==> config.mk <==
export PLATFORM = sky130hd
export DESIGN_NAME = prio_intr_ctrl
export DESIGN_NICKNAME = d
export VERILOG_FILES = /design/src/rtl/core_v_mcu_reg_pkg.sv /design/src/rtl/prio_intr_ctrl_pkg.sv /design/src/rtl/prio_intr_arbiter.sv /design/src/rtl/prio_intr_ctrl.sv
export SDC_FILE = /design/constraint.sdc
export NUM_CORES = 1
export LEC_CHECK = 0
export ABC_CLOCK_PERIOD_IN_PS = 11200
export CAP_MARGIN = 0
export CORE_MARGIN = 1
export CORE_UTILIZATION = 30
export DETAILED_ROUTE_END_ITERATION = 10
export PLACE_DENSITY = 0.51
export SLEW_MARGIN = 20
export SYNTH_ARGS = -nofsm -noshare
export SYNTH_HDL_FRONTEND = slang
export SYNTH_SLANG_ARGS = --single-unit
==> constraint.sdc <==
create_clock -name clk_i -period 11.2 [get_ports clk_i]
set_input_delay 3.36 -clock clk_i [delete_from_list [all_inputs] [get_ports clk_i]]
set_output_delay 3.36 -clock clk_i [all_outputs]
set_load 0.005 [all_outputs]
==> src/rtl/core_v_mcu_reg_pkg.sv <==
// rtl/core_v_mcu_reg_pkg.sv - register-interface request/response types of the bus subsystem
package core_v_mcu_reg_pkg;

    typedef struct packed {
        logic [31:0] addr;
        logic        write;
        logic [31:0] wdata;
        logic [3:0]  wstrb;
        logic        valid;
    } reg_req_t;

    typedef struct packed {
        logic [31:0] rdata;
        logic        error;
        logic        ready;
    } reg_resp_t;

endpackage

==> src/rtl/prio_intr_ctrl_pkg.sv <==
// rtl/prio_intr_ctrl_pkg.sv - register map and sizing helpers for the prioritised interrupt controller
package prio_intr_ctrl_pkg;

    localparam int MaxSources   = 32;
    localparam int RegDataWidth = 32;
    localparam int DecodeWidth  = 8;

    localparam logic [DecodeWidth-1:0] OffPending   = 8'h00;
    localparam logic [DecodeWidth-1:0] OffEnable    = 8'h04;
    localparam logic [DecodeWidth-1:0] OffMode      = 8'h08;
    localparam logic [DecodeWidth-1:0] OffThreshold = 8'h0C;
    localparam logic [DecodeWidth-1:0] OffClaim     = 8'h10;
    localparam logic [DecodeWidth-1:0] OffComplete  = 8'h14;
    localparam logic [DecodeWidth-1:0] OffInService = 8'h18;
    localparam int                     PrioBaseWord = 16;

    function automatic int IdWidth(input int num_sources);
        return $clog2(num_sources + 1);
    endfunction

endpackage

==> src/rtl/prio_intr_arbiter.sv <==
// rtl/prio_intr_arbiter.sv - combinational comparison tree picking the highest-priority valid source
module prio_intr_arbiter #(
    parameter int NumSources = 16,
    parameter int PrioWidth  = 3,
    parameter int IdxW       = (NumSources > 1) ? $clog2(NumSources) : 1
) (
    input  logic [NumSources-1:0]                valid_i,
    input  logic [NumSources-1:0][PrioWidth-1:0] prio_i,
    output logic                                 win_valid_o,
    output logic [PrioWidth-1:0]                 win_prio_o,
    output logic [IdxW-1:0]                      win_idx_o
);

    localparam int Levels = (NumSources > 1) ? $clog2(NumSources) : 0;
    localparam int Leaves = 1 << Levels;
    localparam int Nodes  = 2 * Leaves - 1;

    logic [Nodes-1:0]                node_valid;
    logic [Nodes-1:0][PrioWidth-1:0] node_prio;
    logic [Nodes-1:0][IdxW-1:0]      node_idx;

    // Heap layout: leaves in index order, so a left child always holds lower indices
    // and a >= comparison hands ties to the lower index.
    always_comb begin
        node_valid = '0;
        node_prio  = '0;
        node_idx   = '0;
        for (int i = 0; i < NumSources; i++) begin
            node_valid[Leaves-1+i] = valid_i[i];
            node_prio[Leaves-1+i]  = prio_i[i];
            node_idx[Leaves-1+i]   = IdxW'(i);
        end
        for (int j = Leaves - 2; j >= 0; j--) begin
            if (node_valid[2*j+1] &&
                (!node_valid[2*j+2] || node_prio[2*j+1] >= node_prio[2*j+2])) begin
                node_valid[j] = node_valid[2*j+1];
                node_prio[j]  = node_prio[2*j+1];
                node_idx[j]   = node_idx[2*j+1];
            end else begin
                node_valid[j] = node_valid[2*j+2];
                node_prio[j]  = node_prio[2*j+2];
                node_idx[j]   = node_idx[2*j+2];
            end
        end
    end

    assign win_valid_o = node_valid[0];
    assign win_prio_o  = node_prio[0];
    assign win_idx_o   = node_idx[0];

endmodule

==> src/rtl/prio_intr_ctrl.sv <==
// rtl/prio_intr_ctrl.sv - prioritised interrupt controller with edge/level sources and claim/complete
module prio_intr_ctrl
    import prio_intr_ctrl_pkg::*;
#(
    parameter int  NumSources = 16,
    parameter int  PrioWidth  = 3,
    parameter type reg_req_t  = core_v_mcu_reg_pkg::reg_req_t,
    parameter type reg_rsp_t  = core_v_mcu_reg_pkg::reg_resp_t
) (
    input  logic                           clk_i,
    input  logic                           rst_ni,
    input  reg_req_t                       reg_req_i,
    output reg_rsp_t                       reg_rsp_o,
    input  logic [NumSources-1:0]          intr_src_i,
    output logic [NumSources-1:0]          fast_intr_o,
    output logic                           irq_o,
    output logic [IdWidth(NumSources)-1:0] irq_id_o
);

    localparam int N    = NumSources;
    localparam int IdW  = IdWidth(NumSources);
    localparam int IdxW = (NumSources > 1) ? $clog2(NumSources) : 1;

    logic [N-1:0]                pending_q;
    logic [N-1:0]                enable_q;
    logic [N-1:0]                mode_q;
    logic [N-1:0]                in_service_q;
    logic [N-1:0]                src_q;
    logic [PrioWidth-1:0]        threshold_q;
    logic [N-1:0][PrioWidth-1:0] prio_q;
    logic [N-1:0]                fast_intr_q;
    logic                        irq_q;
    logic [IdW-1:0]              irq_id_q;

    logic [DecodeWidth-1:0]      offset;
    logic [DecodeWidth-3:0]      word_idx;
    logic                        is_prio;
    logic [IdxW-1:0]             prio_idx;
    logic [RegDataWidth-1:0]     wdata_m;
    logic [N-1:0]                wbits;
    logic [RegDataWidth-1:0]     rd_data;
    logic                        dec_err;
    logic                        we_pend, we_en, we_mode, we_thr, we_prio, we_complete, re_claim;

    logic [N-1:0]                claim_mask, complete_mask, w1c_mask, rise;
    logic [N-1:0]                pending_d, in_service_d, elig;
    logic                        win_valid;
    logic [PrioWidth-1:0]        win_prio;
    logic [IdxW-1:0]             win_idx;
    logic                        irq_d;
    logic [IdW-1:0]              irq_id_d;
    logic                        unused_req;

    assign offset   = reg_req_i.addr[DecodeWidth-1:0];
    assign word_idx = offset[DecodeWidth-1:2];
    assign is_prio  = (int'(word_idx) >= PrioBaseWord) && (int'(word_idx) < PrioBaseWord + N);
    assign prio_idx = IdxW'(int'(word_idx) - PrioBaseWord);

    always_comb begin
        wdata_m = '0;
        for (int b = 0; b < RegDataWidth; b++) begin
            wdata_m[b] = reg_req_i.wdata[b] & reg_req_i.wstrb[b/8];
        end
    end

    assign wbits      = wdata_m[N-1:0];
    assign unused_req = ^{reg_req_i.addr, wdata_m};

    // Any rejected access raises error and leaves every write/claim strobe low.
    always_comb begin
        rd_data     = '0;
        dec_err     = 1'b0;
        we_pend     = 1'b0;
        we_en       = 1'b0;
        we_mode     = 1'b0;
        we_thr      = 1'b0;
        we_prio     = 1'b0;
        we_complete = 1'b0;
        re_claim    = 1'b0;
        if (reg_req_i.valid) begin
            if (offset[1:0] != 2'b00) begin
                dec_err = 1'b1;
            end else if (is_prio) begin
                if (reg_req_i.write) we_prio = 1'b1;
                else                 rd_data = RegDataWidth'(prio_q[prio_idx]);
            end else begin
                case (offset)
                    OffPending: begin
                        if (!reg_req_i.write)          rd_data = RegDataWidth'(pending_q);
                        else if (|(wbits & ~mode_q))   dec_err = 1'b1;
                        else                           we_pend = 1'b1;
                    end
                    OffEnable: begin
                        if (reg_req_i.write) we_en = 1'b1;
                        else                 rd_data = RegDataWidth'(enable_q);
                    end
                    OffMode: begin
                        if (reg_req_i.write) we_mode = 1'b1;
                        else                 rd_data = RegDataWidth'(mode_q);
                    end
                    OffThreshold: begin
                        if (reg_req_i.write) we_thr = 1'b1;
                        else                 rd_data = RegDataWidth'(threshold_q);
                    end
                    OffClaim: begin
                        if (reg_req_i.write) begin
                            dec_err = 1'b1;
                        end else begin
                            rd_data  = RegDataWidth'(irq_id_q);
                            re_claim = 1'b1;
                        end
                    end
                    OffComplete: begin
                        if (reg_req_i.write) we_complete = 1'b1;
                        else                 dec_err     = 1'b1;
                    end
                    OffInService: begin
                        if (reg_req_i.write) dec_err = 1'b1;
                        else                 rd_data = RegDataWidth'(in_service_q);
                    end
                    default: dec_err = 1'b1;
                endcase
            end
        end
    end

    always_comb begin
        reg_rsp_o       = '0;
        reg_rsp_o.ready = reg_req_i.valid;
        if (rst_ni) begin
            reg_rsp_o.rdata = rd_data;
            reg_rsp_o.error = dec_err;
        end
    end

    // Edge sets are OR-ed in after the clears so a same-cycle set always wins.
    always_comb begin
        claim_mask    = '0;
        complete_mask = '0;
        elig          = '0;
        for (int i = 0; i < N; i++) begin
            claim_mask[i]    = re_claim && (irq_id_q == IdW'(i + 1));
            complete_mask[i] = we_complete && (reg_req_i.wdata == RegDataWidth'(i + 1));
        end
        rise         = intr_src_i & ~src_q;
        w1c_mask     = we_pend ? (wbits & mode_q) : '0;
        pending_d    = (mode_q & ((pending_q & ~(w1c_mask | claim_mask)) | rise)) |
                       (~mode_q & intr_src_i);
        in_service_d = (in_service_q | claim_mask) & ~complete_mask;
        for (int i = 0; i < N; i++) begin
            elig[i] = pending_q[i] & enable_q[i] & ~in_service_d[i] & (prio_q[i] != '0);
        end
    end

    prio_intr_arbiter #(
        .NumSources (N),
        .PrioWidth  (PrioWidth),
        .IdxW       (IdxW)
    ) u_arbiter (
        .valid_i     (elig),
        .prio_i      (prio_q),
        .win_valid_o (win_valid),
        .win_prio_o  (win_prio),
        .win_idx_o   (win_idx)
    );

    assign irq_d    = win_valid && (win_prio > threshold_q);
    assign irq_id_d = irq_d ? (IdW'(win_idx) + IdW'(1)) : '0;

    always_ff @(posedge clk_i or negedge rst_ni) begin
        if (!rst_ni) begin
            pending_q    <= '0;
            enable_q     <= '0;
            mode_q       <= '0;
            in_service_q <= '0;
            src_q        <= '0;
            threshold_q  <= '0;
            prio_q       <= '0;
            fast_intr_q  <= '0;
            irq_q        <= 1'b0;
            irq_id_q     <= '0;
        end else begin
            src_q        <= intr_src_i;
            pending_q    <= pending_d;
            in_service_q <= in_service_d;
            if (we_en)   enable_q         <= wbits;
            if (we_mode) mode_q           <= wbits;
            if (we_thr)  threshold_q      <= wdata_m[PrioWidth-1:0];
            if (we_prio) prio_q[prio_idx] <= wdata_m[PrioWidth-1:0];
            fast_intr_q  <= pending_q & enable_q & ~in_service_d;
            irq_q        <= irq_d;
            irq_id_q     <= irq_id_d;
        end
    end

    assign fast_intr_o = fast_intr_q;
    assign irq_o       = irq_q;
    assign irq_id_o    = irq_id_q;

endmodule

==> metrics.md <==
| Metric | Value |
|---|---|
| Hold_ws | 0.4972 ns |
| Worst VDD drop | ~0.0001 V |
| Worst setup startpoint | reg_req_i[44] |
| Worst hold start | src_q[3] |
| Kind of end point of the critical path | register |
| Gate power share | roughly 9% |
| Clock skew | approximately 0.012 ns |
| Max incr delay on CP | 0.64 ns |
| Synth area leaders | dfrtp_1, nand2_1, ha_1 |
| Switching pwr | around 320 uW |
| CP startpoint kind | input pin |
| Post-DRT Antenna Nets | 0 |
| Distinct cells, synth | between 80 and 90 |
| Global-route wire length before repair | around 54,000 microns |
| WL final | around 35,000 microns |
| Clock-pin slew on the worst setup and hold paths | 0.06 ns |
| Launching point of the worst reg2reg path | irq_id_o[0] |
| Initial antenna violation count | 0 |
| Max_cap viols | 0 |
| Hold-fix buffers at CTS | 0 |
| Core ar. | roughly 32,000 sq um |
| WL/cell | 21.79 microns |
| Async set-reset flop share out of synthesis | between 90% and 100% |
| Bufs on Longest Clock Path | 2 |
| Largest net degree at the start of global routing | 57 |
| Leading cell type in the layout, fill and taps excluded | nand2_1 |
| CTS tree | built |
| Final Max Slew Viols | 0 |
| Layout Nets | between 1,000 and 1,500 |
| GRT Total Usage | 21.82% |
| Clock Power Share | around 46% |
| Worst-Skew Late Latency | roughly 0.44 ns |
| Mapped Avg Cell Area | about 9.3 sq um |
| Sw Share | between 20% and 30% |
| # setup viols final | 0 |
| Mapped Cells | 1,039 |
| Vias | slightly below 9,000 |
| Max Fclk | around 94 MHz |
| Crit Path Max Fanout | 7 |
| Via density | around 5.4 |
| Final min period | 10.64 ns |
| Top cell type's share of synthesized area | 39.68% |
| Critical Path Slowest Stage Cell | or4b_4 |
| Final hold vios | 0 |
| Initial Util | just over 30% |
| Hpwl dp | around 27,000 microns |
| CTS Sinks | between 150 and 200 |
| Share of layout cells above drive strength 1 | between 15 and 20% |
| Worst-Margin Slew | between 0.9 and 1 ns |
| Cell mode on critical path | a21o_1 |
| CTS Root Cell | clkbuf_16 |
| IO buf count | ~100 |
| DR pass1 iterations | 5 |
| Most frequent cells in the layout | nand2_1, dfrtp_1, clkdlybuf4s50_1 |
| Die X | 181.3 microns |
| Sequential share of the synthesized area | 39.68% |
| Post-layout util | 38.32% |
| Power per cell area | 104.3 nW/um^2 |
| Worst setup path category | in -> reg |
| Cell row count | 65 |
| Ys flop type | dfrtp_1 |
| Number of synthesized register bits | 153 |
| Area delta synth->final | 25.64% |
| WP data required | around 12 ns |
| Grt ovf | 0 |
| Diode count | 0 |
| Int Power | ~940 uW |
| GPL Wtd Cong | 0.9166 |
| Synth area leader | dfrtp_1 |
| Relative max-transition margin | 38.68% |
| Period utilization | 95.04% |
| Worst path arrival time | approximately 11 ns |
| Pleak | between 5 and 6 nW |
| H-tree depth | 4 |
| Fin area | ~12,000 sq um |
| Die Y | ~180 microns |
| Die area | between 30,000 and 40,000 sq um |
| IO Count | between 100 and 150 |
| Number of synthesized flops with an enable pin | 0 |
| Drt initial violations | 796 |
| TritonCTS Buffers | 17 |
| Worst min path class | reg -> reg |
| Yosys warning count | 0 |
| Dpl cell area | 11,460 sq um |
| Sequential Power Share | roughly 45% |
| Syn Std Cell Area | between 9000 and 10,000 sq um |
| Run status | complete, no violations |
| Vias in the first global route | between 8,000 and 9,000 |
| Drt drc | 0 |
==> layer usage <==
metal | GRT usage (%) | wire length (microns)
met1 | 29.23 | 15990
met2 | 35.75 | 16650
met3 | 4.213 | 1871
met4 | 5.898 | 638
met5 | 0 | 0
==> power by group through the flow <==
| stage | sequential, mW | clock [mW] | combinational (mW) |
|---|---|---|---|
| final | 0.574 | 0.577 | 0.114 |
| after global routing | 0.574 | 0.609 | 0.125 |
| after CTS | 0.573 | 0.586 | 0.113 |
| after detailed placement | 0.583 | 0 | 0.113 |
| after global placement | 0.583 | 0 | 0.111 |
| after floorplan | 0.578 | 0 | 0.0519 |
==> kinds of logic (layout without fill, tap and decap cells) <==
group / count (synthesis) / in the layout / share of synthesized area [%]
flops: 153 / 153 / 39.68
xor+xnor: 1 / 1 / 0.09078
fa+ha+maj: 49 / 49 / 6.354
other cells: 1 / 16 / 0.03886
buf+inv: 118 / 275 / 5.524
mux: 62 / 62 / 8.740
compound gates: 295 / 295 / 20.88
simple gates: 360 / 360 / 18.70
==> registers in the layout, indices dropped and copies added (netlist names) <==
name          flops
pending_q        16
mode_q           16
enable_q         16
in_service_q     16
irq_id_o          5
irq_o             1
fast_intr_o      16
src_q            16
threshold_q       3
prio_q           48
==> final timing paths <==
path                                 to  slack (ns)  cells after the start
max                         irq_id_o[1]        0.56                     36
min                        pending_q[3]        0.50                      3
max reg2reg                 irq_id_o[1]        3.47                     34
min reg2reg                pending_q[3]        0.50                      3
max in group asynchronous     mode_q[3]        7.17                      2
min in group asynchronous    mode_q[11]        2.88                      1
==> area by class of cell <==
type | instances | area, sq um
Clock inverter | 11 | 123.9
Inverter | 65 | 244.0
Multi-Input combinational cell | 783 | 5383
Clock buffer | 21 | 450.4
Sequential cell | 153 | 3829
Tap cell | 402 | 503.0
Fill cell | 3194 | 19510
Timing Repair Buffer | 178 | 1590
==> synth_stat cells, types with 14 or more instances <==
library cell	n
nand2_1	178
dfrtp_1	153
o21ai_0	94
inv_1	64
a21oi_1	50
ha_1	49
nor2_1	42
mux2i_1	31
clkbuf_1	27
a22oi_1	26
nand3_1	26
a21o_1	24
buf_4	19
nand2b_1	19
o311ai_0	17
mux4_2	16
nand4_1	14
==> worst max-delay path, delay by kind of cell <==
family | cells | cell delay [ns]
adders and majority gates | 4 | 1.08
and+or+nand+nor | 8 | 1.94
buffers and inverters | 4 | 0.79
muxes | 4 | 1.12
AOI/OAI and AO/OA | 16 | 2.65
==> metrics by stage <==
stage / cells / worst slack, ns / TNS [ns] / total power, mW
after floorplan: 1054 / 0.8013 / 0 / 0.6303
after global placement: 1575 / -0.02829 / -0.03897 / 0.6946
after detailed placement: 1575 / -0.1035 / -0.3154 / 0.6960
after CTS: 1607 / 0.3174 / 0 / 1.273
after global routing: 1613 / -0.006447 / -0.007777 / 1.308
final: 1613 / 0.5556 / 0 / 1.264
==> what timing repair did <==
item,in CTS,in global routing
gates resized for setup,0,10
setup endpoints to repair,0,6
setup buffers,0,6
Power figures use the tool's default switching activity.
